<file path="src/rtl/poly_coeff_loader.sv">
// Serial-to-parallel operand loader for poly_add: collects (a_k, b_k) beats into
// two packed polynomials and holds them under an out_valid/out_ready handshake.
module poly_coeff_loader #(
    parameter int DEG = 4,
    parameter int N   = 4,
    parameter int CW  = $clog2(DEG)
) (
    input  logic             clk,
    input  logic             rst,
    input  logic             clear,
    input  logic             in_valid,
    output logic             in_ready,
    input  logic [N-1:0]     in_a,
    input  logic [N-1:0]     in_b,
    input  logic             in_last,
    output logic             out_valid,
    input  logic             out_ready,
    output logic [DEG*N-1:0] a,
    output logic [DEG*N-1:0] b,
    output logic [CW:0]      count
);

    typedef enum logic {FILL, FULL} state_t;

    state_t           state_q, state_d;
    logic [DEG*N-1:0] a_q, a_d;
    logic [DEG*N-1:0] b_q, b_d;
    logic [CW-1:0]    idx_q, idx_d;
    logic [CW:0]      count_q, count_d;
    logic             beat;

    // Ready stays combinational so a draining FULL buffer can take the next beat at once.
    assign in_ready = (state_q == FILL) | ((state_q == FULL) & out_ready);
    assign beat     = in_valid & in_ready;

    always_comb begin
        state_d = state_q;
        a_d     = a_q;
        b_d     = b_q;
        idx_d   = idx_q;
        count_d = count_q;
        if (clear) begin
            state_d = FILL;
            a_d     = '0;
            b_d     = '0;
            idx_d   = '0;
            count_d = '0;
        end else begin
            case (state_q)
                FILL: begin
                    if (beat) begin
                        for (int k = 0; k < DEG; k++) begin
                            if (idx_q == CW'(k)) begin
                                a_d[k*N +: N] = in_a;
                                b_d[k*N +: N] = in_b;
                            end
                        end
                        count_d = count_q + 1'b1;
                        if (in_last || idx_q == CW'(DEG - 1)) begin
                            state_d = FULL;
                            idx_d   = '0;
                        end else begin
                            idx_d = idx_q + 1'b1;
                        end
                    end
                end
                FULL: begin
                    if (out_ready) begin
                        // Handoff: consumer takes the old pair, buffer restarts at coefficient 0.
                        state_d = FILL;
                        a_d     = '0;
                        b_d     = '0;
                        idx_d   = '0;
                        count_d = '0;
                        if (in_valid) begin
                            a_d[N-1:0] = in_a;
                            b_d[N-1:0] = in_b;
                            idx_d      = CW'(1);
                            count_d    = (CW+1)'(1);
                            if (in_last) begin
                                state_d = FULL;
                            end
                        end
                    end
                end
                default: state_d = FILL;
            endcase
        end
    end

    always_ff @(posedge clk) begin
        if (rst) begin
            state_q <= FILL;
            a_q     <= '0;
            b_q     <= '0;
            idx_q   <= '0;
            count_q <= '0;
        end else begin
            state_q <= state_d;
            a_q     <= a_d;
            b_q     <= b_d;
            idx_q   <= idx_d;
            count_q <= count_d;
        end
    end

    assign out_valid = (state_q == FULL);
    assign a         = a_q;
    assign b         = b_q;
    assign count     = count_q;

endmodule

</file>
<file path="config.mk">
export PLATFORM = sky130hd
export DESIGN_NAME = poly_coeff_loader
export DESIGN_NICKNAME = d
export VERILOG_FILES = /design/src/rtl/poly_coeff_loader.sv
export SDC_FILE = /design/constraint.sdc
export NUM_CORES = 1
export LEC_CHECK = 0
export ABC_AREA = 1
export CAP_MARGIN = 10
export CORE_MARGIN = 2
export CORE_UTILIZATION = 40
export DETAILED_ROUTE_END_ITERATION = 12
export PLACE_DENSITY_LB_ADDON = 0.12
export SYNTH_ARGS = -nofsm -noshare
export SYNTH_HDL_FRONTEND = slang
export SYNTH_SLANG_ARGS = --single-unit
export TNS_END_PERCENT = 100
</file>
<file path="constraint.sdc">
create_clock -name clk -period 1.4 [get_ports clk]
set_input_delay 0.21 -clock clk [delete_from_list [all_inputs] [get_ports clk]]
set_output_delay 0.21 -clock clk [all_outputs]
set_load 0.01 [all_outputs]
</file>
---- Yosys cells after proc, flatten, opt, wreduce, memory -nomap -nowiden ----
Cells that the tools add are included.
word-level totals
  flip-flop bits (word level) ............. 38
  bits of input ports ..................... 14
  output and inout port bits .............. 37
  logic and storage cells ................. 65
cells by class
  $add $sub $neg .......................... 2
  eq/ne operators ......................... 9
  multiplexer cells ....................... 31
  bitwise gates (word level) .............. 4
  reduce and logical (&&, ||, !) cells .... 8
operator list
  kind                                                                      number
  16-bit 2-to-1 mux                                                         4
  16-bit one-hot mux with 2 select lines                                    2
  4-bit 2-to-1 mux                                                          10
  3-bit AND reduction                                                       4
  2-bit by 1-bit inequality test with 1-bit output (second input constant)  4
  1-bit 2-to-1 mux                                                          7
  2-bit 2-to-1 mux                                                          3
  3-bit 2-to-1 mux                                                          2
  3-bit one-hot mux with 2 select lines                                     1
  2-bit == test (second input constant)                                     2
  2-bit inequality test (second input constant)                             2
  2-bit one-hot mux with 2 select lines                                     1
  3-bit by 1-bit adder with 3-bit output (second input constant)            1
  2-bit by 1-bit adder with 2-bit output (second input constant)            1
  1-bit bitwise AND                                                         2
  2-bit by 1-bit == test with 1-bit output (second input constant)          1
  2-bit zero test                                                           1
  1-bit one-hot mux with 2 select lines                                     1
  2-bit AND reduction                                                       1
  2-bit OR reduction                                                        1
  1-bit logical OR                                                          1
  1-bit inverter                                                            1
  1-bit bitwise OR                                                          1

---- Longest topological paths before layout ----
Gate-level depths: netlist of the first run.
  depth after elaboration ................. 5
  gate-level depth with buffers ........... 9
  mapped depth without buffers ............ 8

---- Least setup slack after synthesis of the first run ----
Ideal clock, no wire load.
  path kind ............................... register -> register
  from .................................... register state_q, in the netlist out_valid
  to ...................................... register a_q[4], in the netlist a[4]
  library setup time ...................... 113 ps
  arrival time ............................ 1140 ps
  required time ........................... 1287 ps
  path slack .............................. 147 ps
  cell stages (with the launch flop) ...... 9
  path buffers ............................ 3
  period minus slack after synthesis ...... 1253 ps
  cell sequence ........................... dfxtp_1 > buf_4 > nand2_4 > nand2_4 > buf_12 > nand2_4 > buf_6 > nor2_1 > nor2_1
on the way
  longest elaborated chain between the ends .. 5
  elaborated cells on any way between the ends .. 9
  classes of those cells .................. 3 x eq/ne; 1 x mux; 4 x bitwise; 1 x reduce/logical
ends and longest elaborated chain
  element                                                     RTL line  RTL
  start, declared                                             25        state_t state_q, state_d;
  start signal, assigned                                      99        state_q <= state_d;
  1-bit bitwise AND / 1-bit inverter (equally long branches)  n/a
  1-bit bitwise OR                                            33        assign in_ready = (state_q == FILL) | ((state_q == FULL) & out_ready);
  1-bit bitwise AND                                           34        assign beat = in_valid & in_ready;
  2-bit inequality test (no line)                             n/a
  3-bit AND reduction (no line)                               n/a
  end signal, assigned                                        94        a_q <= '0;
  end signal, assigned                                        100       a_q <= a_d;
  end, declared                                               26        logic [DEG*N-1:0] a_q, a_d;
Parallel ways exist; a longest one is shown, timed or not.
A chain may end at the register's enable or synchronous reset.

---- Final worst setup path of the first run ----
  from .................................... input out_ready
  to ...................................... output in_ready
on the way
  longest elaborated chain between the ends .. 2
ends and longest elaborated chain
  element            RTL line  RTL
  start, declared    17        input logic out_ready,
  1-bit bitwise AND  33
  1-bit bitwise OR   33
  end, declared      12        output logic in_ready,
Every way passes these cells.

==> results.sh, run 1 <==
export IMPL_status="complete, no violations"
export IMPL_hp_start="a[6]$_SDFFE_PP0P_"
export IMPL_worstSetupEndpointType="output pin"
export IMPL_final_cell_mix="nand2_1, nor2_1, inv_1"
export IMPL_rsz0062_at_grt="no"
export IMPL_ios=51
export IMPL_grt_pass1_vias=1542
export IMPL_grt_max_degree=26
export IMPL_die_height_um=71.4
export IMPL_synthesis_instances=265
export IMPL_worstSkewPairLatency_ns=0.30
export IMPL_pwr_share_seq_pct=51.2
export IMPL_io_buffers=50
export IMPL_skew_ns=0.00671
export IMPL_setup_viol=0
export IMPL_cts_tree="done"
export IMPL_nets=342
export IMPL_final_common_cell="nand2_1"
export IMPL_cts_root_buf="clkbuf_8"
export IMPL_whs_ns=0.482
export IMPL_grt_pass1_wl_mm=6.91
export IMPL_dp_hpwl_mm=3.05
export IMPL_swShare_pct=25.6
export IMPL_first_pass_iters=4
export IMPL_power_density_nw_per_um2=855
export IMPL_die_area_sq_um=5100
export IMPL_num_rows=24
export IMPL_antenna_cells=0
export IMPL_htreeDepth=2
export IMPL_cp_slowest_cell="clkdlybuf4s50_1"
export IMPL_crit_start="out_ready"
export IMPL_synth_top_family_by_area="simple AND/OR/NAND/NOR gates"
export IMPL_vdd_ir_drop_max_v=0.000470
export IMPL_synthMuxAreaShare_pct=0
export IMPL_vias_per_cell=4.49
export IMPL_synthDistinctLibCells=19
export IMPL_place_gp_congestion=0.799
export IMPL_cp_required_ns=1.19
export IMPL_gr_total_overflow=0
export IMPL_track_usage_pct=17.5
export IMPL_syn_cell_area_sq_um=1820
export IMPL_synth_compound_area_share_pct=7.23
export IMPL_numCtsBuffers=5
export IMPL_clockBufferDepth=2
export IMPL_clock_fmax_ghz=0.755
export IMPL_syn2layout_area_growth_pct=40.3
export IMPL_vias=1690
export IMPL_arrival_ns=1.12
export IMPL_dieWidth_um=71.4
export IMPL_crit_path_max_incr_delay_ns=0.48
export IMPL_slew_headroom_pct=73.0
export IMPL_layout_drive_gt1_share_pct=9.57
export IMPL_cts_clk_slew_worst_paths_ns=0.08
export IMPL_yosysSeqAreaShare_pct=41.8
export IMPL_maxSlewViolCount=0
export IMPL_first_iter_violations=63
export IMPL_synth_simple_area_share_pct=34.8
export IMPL_cp_start_kind="input port"
export IMPL_period_share_pct=94.7
export IMPL_avgSynthCellArea_sq_um=6.86
export IMPL_pwr_share_comb_pct=12.7
export IMPL_dp_slack_ns=-0.213
export IMPL_core_area_sq_um=4350
export IMPL_synth_fa_ha_area_share_pct=3.44
export IMPL_cp_max_fo=3
export IMPL_initial_core_util_pct=41.8
export IMPL_power_switching_uw=559
export IMPL_worst_slew_pin_slew_ns=0.405
export IMPL_leakage_uw=0.00165
export IMPL_p_int_uw=1620
export IMPL_ctsHoldBuffers=0
export IMPL_yosys_warnings=0
export IMPL_drt_wl_total_mm=4.18
export IMPL_ant_nets=0
export IMPL_fin_crit_ns=1.33
export IMPL_r2r_start="idx_q[0]$_SDFFE_PP0P_"
export IMPL_max_cap_violations=0
export IMPL_fill_cells=436
export IMPL_drcViolationCount=0
export IMPL_critPathKind="in -> out"
export IMPL_clkPwrFrac_pct=36.1
export IMPL_synth_xor_area_share_pct=0.482
export IMPL_antenna_found_initial=0
export IMPL_ys_seq_elements=38
export IMPL_synth_net_count=284
export IMPL_cp_cell_sequence="clkdlybuf4s50_1 > inv_1 > nand2_1 > dlygate4sd2_1"
export IMPL_final_hold_violation_count=0
export IMPL_fin_ws_ns=0.0747
export IMPL_min_delay_path_class="reg -> reg"
export IMPL_wl_per_cell_um=11.1
export IMPL_cts_sinks=38
Yosys cell counts, drive strengths merged:
cell type	number	area (sq um)
a21oi	25	125
a31oi	1	6.26
buf	7	61.3
clkbuf	2	7.51
dfxtp	38	761
ha	5	62.6
inv	41	154
nand2	71	312
nand3	16	85.1
nand3b	4	30.0
nor2	54	205
xor2	1	8.76
path summary, 6_finish.rpt:
kind | end | slack (ns) | depth (start not counted)
worst min register to register | a[6]$_SDFFE_PP0P_ | 0.48 | 2
worst max register to register | b[8]$_SDFFE_PP0P_ | 0.10 | 7
worst min-delay path | a[6]$_SDFFE_PP0P_ | 0.48 | 2
worst max-delay path | in_ready | 0.07 | 4
power groups by stage:
stage	Combinational, uW	Clock, uW	Sequential (uW)
detailed placement	285	0	1140
global route	312	849	1120
floorplan	156	0	1150
CTS	279	815	1120
finish	277	787	1120
global placement	284	0	1140
registers in the layout, summed over array words and instances, names as in the netlist:
signal and flops:
b 16, idx_q 2, out_valid 1, count 3, a 16
logic make-up (layout without fill, tap and decap cells):
family          Yosys count  in the layout
compound gates           26             26
xor+xnor                  1              1
fa+ha+maj                 5              5
buf+inv                  50            109
flops                    38             38
simple gates            145            145
routing by layer:
metal  vias to the layer above  global-route usage (%)  share of wire (%)  wire length [um]
met5                         -                       0                  0                 0
met4                         0                    8.18                1.7                70
met3                         5                    5.49                5.5               229
met2                        40                    27.6                 48              1990
met1                       733                    21.8                 45              1890
li1                        912                       -                  -                 -
worst max-delay path: cells and delay by family:
kind | cells | cell delay (ns)
buf+inv | 3 | 0.80
simple gates | 1 | 0.10
per-stage QoR:
step / TNS [ns] / area, sq um / util [%] / power [uW] / cells
6_report: 0 / 2550 / 58.6 / 2180 / 376
5_1_grt: 0 / 2550 / 58.6 / 2280 / 376
4_1_cts: 0 / 2480 / 56.9 / 2210 / 376
3_5_place_dp: -2.47 / 2400 / 55.2 / 1430 / 368
3_3_place_gp: -2.00 / 2400 / 55.2 / 1420 / 368
2_1_floorplan: 0 / 1820 / - / 1300 / 265
layout make-up:
class	instances	area (sq um)	share of cell area (%)
Multi-Input combinational cell	177	845	33.1
Sequential cell	38	763	29.9
Timing Repair Buffer	60	632	24.8
Inverter	41	154	6.04
Clock buffer	7	86.3	3.39
Tap cell	52	65.1	2.55
Clock inverter	1	5.00	0.196
repair_timing:
action / 4_1_cts / 5_1_grt
buffers inserted: 0 / 0
pin swaps: 0 / 1
setup endpoints to repair: 13 / 38
gates resized for setup: 14 / 27
hold endpoints to repair: 0 / 0
No activity file was read; power rests on OpenSTA's default activity.
==> inputs of run 2 (changes only) <==
--- a/config.mk
+++ b/config.mk
@@ -11,4 +11,5 @@
 export CORE_UTILIZATION = 40
 export DETAILED_ROUTE_END_ITERATION = 12
+export MAX_ROUTING_LAYER = met4
 export PLACE_DENSITY_LB_ADDON = 0.12
 export SYNTH_ARGS = -nofsm -noshare
==> constraint.sdc (replaced) <==
create_clock -name clk -period 1.4 [get_ports clk]
set_input_delay 0.28 -clock clk [delete_from_list [all_inputs] [get_ports clk]]
set_output_delay 0.28 -clock clk [all_outputs]
set_load 0.01 [all_outputs]
==> run 2 against run 1 <==
  * Utilization fell by 2.0 points
  * Maximum frequency rose by 1.7%
  * Flip-flop and latch count did not move
  * Clock-buffer cell count did not move
  * First-iteration DRC count rose by 27%
  * Wire length fell by 3.2%
  * Register-to-register slack improved by 0.05 ns
  * Total power fell by 0.85%
  * Final cell count rose by 0.27%
  * Largest cell class unchanged
  * Sequential share of layout area rose by 0.98 points
==> results.sh, run 2 (synthesis gave the netlist of run 1 again) <==
export IMPL_first_iter_violations=80
export IMPL_vdd_ir_drop_max_v=0.000494
export IMPL_initial_core_util_pct=41.8
export IMPL_power_density_nw_per_um2=877
export IMPL_cts_sinks=38
export IMPL_cp_required_ns=1.12
export IMPL_status="complete, no violations"
export IMPL_htreeDepth=2
export IMPL_worst_slew_pin_slew_ns=0.389
export IMPL_skew_ns=0.00691
export IMPL_slew_headroom_pct=74.0
export IMPL_antenna_found_initial=0
export IMPL_regToRegSetupSlack_ns=0.15
export IMPL_period_share_pct=93.1
export IMPL_r2r_start="idx_q[0]$_SDFFE_PP0P_"
export IMPL_clock_fmax_ghz=0.767
export IMPL_drt_wl_total_mm=4.05
export IMPL_first_pass_iters=4
export IMPL_grt_max_degree=26
export IMPL_ant_nets=0
export IMPL_place_gp_congestion=0.823
export IMPL_drcViolationCount=0
export IMPL_die_area_sq_um=5100
export IMPL_use_met2_pct=29.4
export IMPL_endpoint="in_ready"
export IMPL_reg2reg_to="a[10]$_SDFFE_PP0P_"
export IMPL_cts_root_buf="clkbuf_8"
export IMPL_leakage_uw=0.00132
export IMPL_worstSetupEndpointType="output pin"
export IMPL_grt_pass1_wl_mm=7.07
export IMPL_dp_hpwl_mm=2.97
export IMPL_final_hold_violation_count=0
export IMPL_use_met1_pct=21.6
export IMPL_ios=51
export IMPL_place_area_sq_um=2410
export IMPL_nets=343
export IMPL_vias_per_cell=4.50
export IMPL_critPathKind="reg -> out"
export IMPL_dp_cells=369
export IMPL_core_area_sq_um=4350
export IMPL_wl_per_cell_um=10.7
export IMPL_maxSlewViolCount=0
export IMPL_reg2reg_depth=8
export IMPL_p_total_uw=2160
export IMPL_ctsHoldBuffers=0
export IMPL_track_usage_pct=18.3
export IMPL_cp_max_fo=5
export IMPL_rsz0062_at_grt="no"
export IMPL_fin_crit_ns=1.30
export IMPL_cts_clk_slew_worst_paths_ns=0.07
export IMPL_crit_start="out_valid$_SDFF_PP0_"
export IMPL_cts_tree="done"
export IMPL_busiest_layer="met2"
export IMPL_antenna_cells=0
export IMPL_use_met3_pct=5.06
export IMPL_setup_viol=0
export IMPL_syn2layout_area_growth_pct=35.6
export IMPL_dieWidth_um=71.4
export IMPL_worstSkewPairLatency_ns=0.29
export IMPL_num_rows=24
export IMPL_gr_total_overflow=0
export IMPL_max_cap_violations=0
export IMPL_numCtsBuffers=5
export IMPL_final_area_sq_um=2460
export IMPL_arrival_ns=1.02
export IMPL_final_common_cell="nand2_1"
export IMPL_min_delay_path_class="reg -> reg"
export IMPL_clockBufferDepth=2
export IMPL_final_cell_mix="nand2_1, nor2_1, inv_1"
export IMPL_grt_pass1_vias=1573
export IMPL_layout_drive_gt1_share_pct=10.2
export IMPL_io_buffers=50
export IMPL_cp_start_kind="flip-flop"
export IMPL_vias=1695
export IMPL_instances_no_fill=377
export IMPL_die_height_um=71.4
-- run 2: final cells by class --
type | count | area (sq um)
clock buffers | 7 | 86.3
clock inverters | 1 | 5.00
fillers | 455 | 1890
inverters | 41 | 154
multi-input cells | 177 | 842
flip-flops and latches | 38 | 762
well taps | 52 | 65.1
repair buffers | 61 | 551
-- run 2: per-stage QoR --
stage | setup WS [ns] | utilization, % | hold slack [ns] | setup TNS, ns
floorplan | 0.147 | - | 0.429 | 0
global placement | -0.420 | 55.3 | 0.465 | -3.59
detailed placement | -0.418 | 55.3 | 0.473 | -3.92
CTS | 0.0611 | 56.5 | 0.485 | 0
global route | 0.0240 | 56.6 | 0.512 | 0
finish | 0.0970 | 56.6 | 0.478 | 0
-- run 2: layer usage --
layer  vias up  wire (um)
met2        25       1940
met3         4        155
met1       748       1910
met4         0         41
li1        918          -
met5         -          0
-- run 2: power by group --
part / switching [uW] / internal [uW] / total [uW]
Clock: 377 / 397 / 774
Sequential: 12.4 / 1100 / 1110
Combinational: 155 / 118 / 273
-- run 2: timing repair --
action / in CTS / in global routing
resized for setup: 41 / 2
setup buffers: 0 / 0
endpoints found under the setup margin: 37 / 14
-- run 2: worst min path at each step --
stage | startpoint | to | slack (ns) | depth (start not counted)
6_report | a[6]$_SDFFE_PP0P_ | a[6]$_SDFFE_PP0P_ | 0.48 | 2
5_1_grt | b[14]$_SDFFE_PP0P_ | b[14]$_SDFFE_PP0P_ | 0.51 | 2
4_1_cts | a[13]$_SDFFE_PP0P_ | a[13]$_SDFFE_PP0P_ | 0.48 | 2
3_5_place_dp | a[6]$_SDFFE_PP0P_ | a[6]$_SDFFE_PP0P_ | 0.47 | 2
3_3_place_gp | b[11]$_SDFFE_PP0P_ | b[11]$_SDFFE_PP0P_ | 0.46 | 2
2_1_floorplan | in_a[1] | a[13]$_SDFFE_PP0P_ | 0.43 | 2
-- run 2: worst max-delay path, stage by stage, from the launching register on --
cell	delay, ns
dfxtp_1	0.40
nand2_2	0.10
clkdlybuf4s15_2	0.23
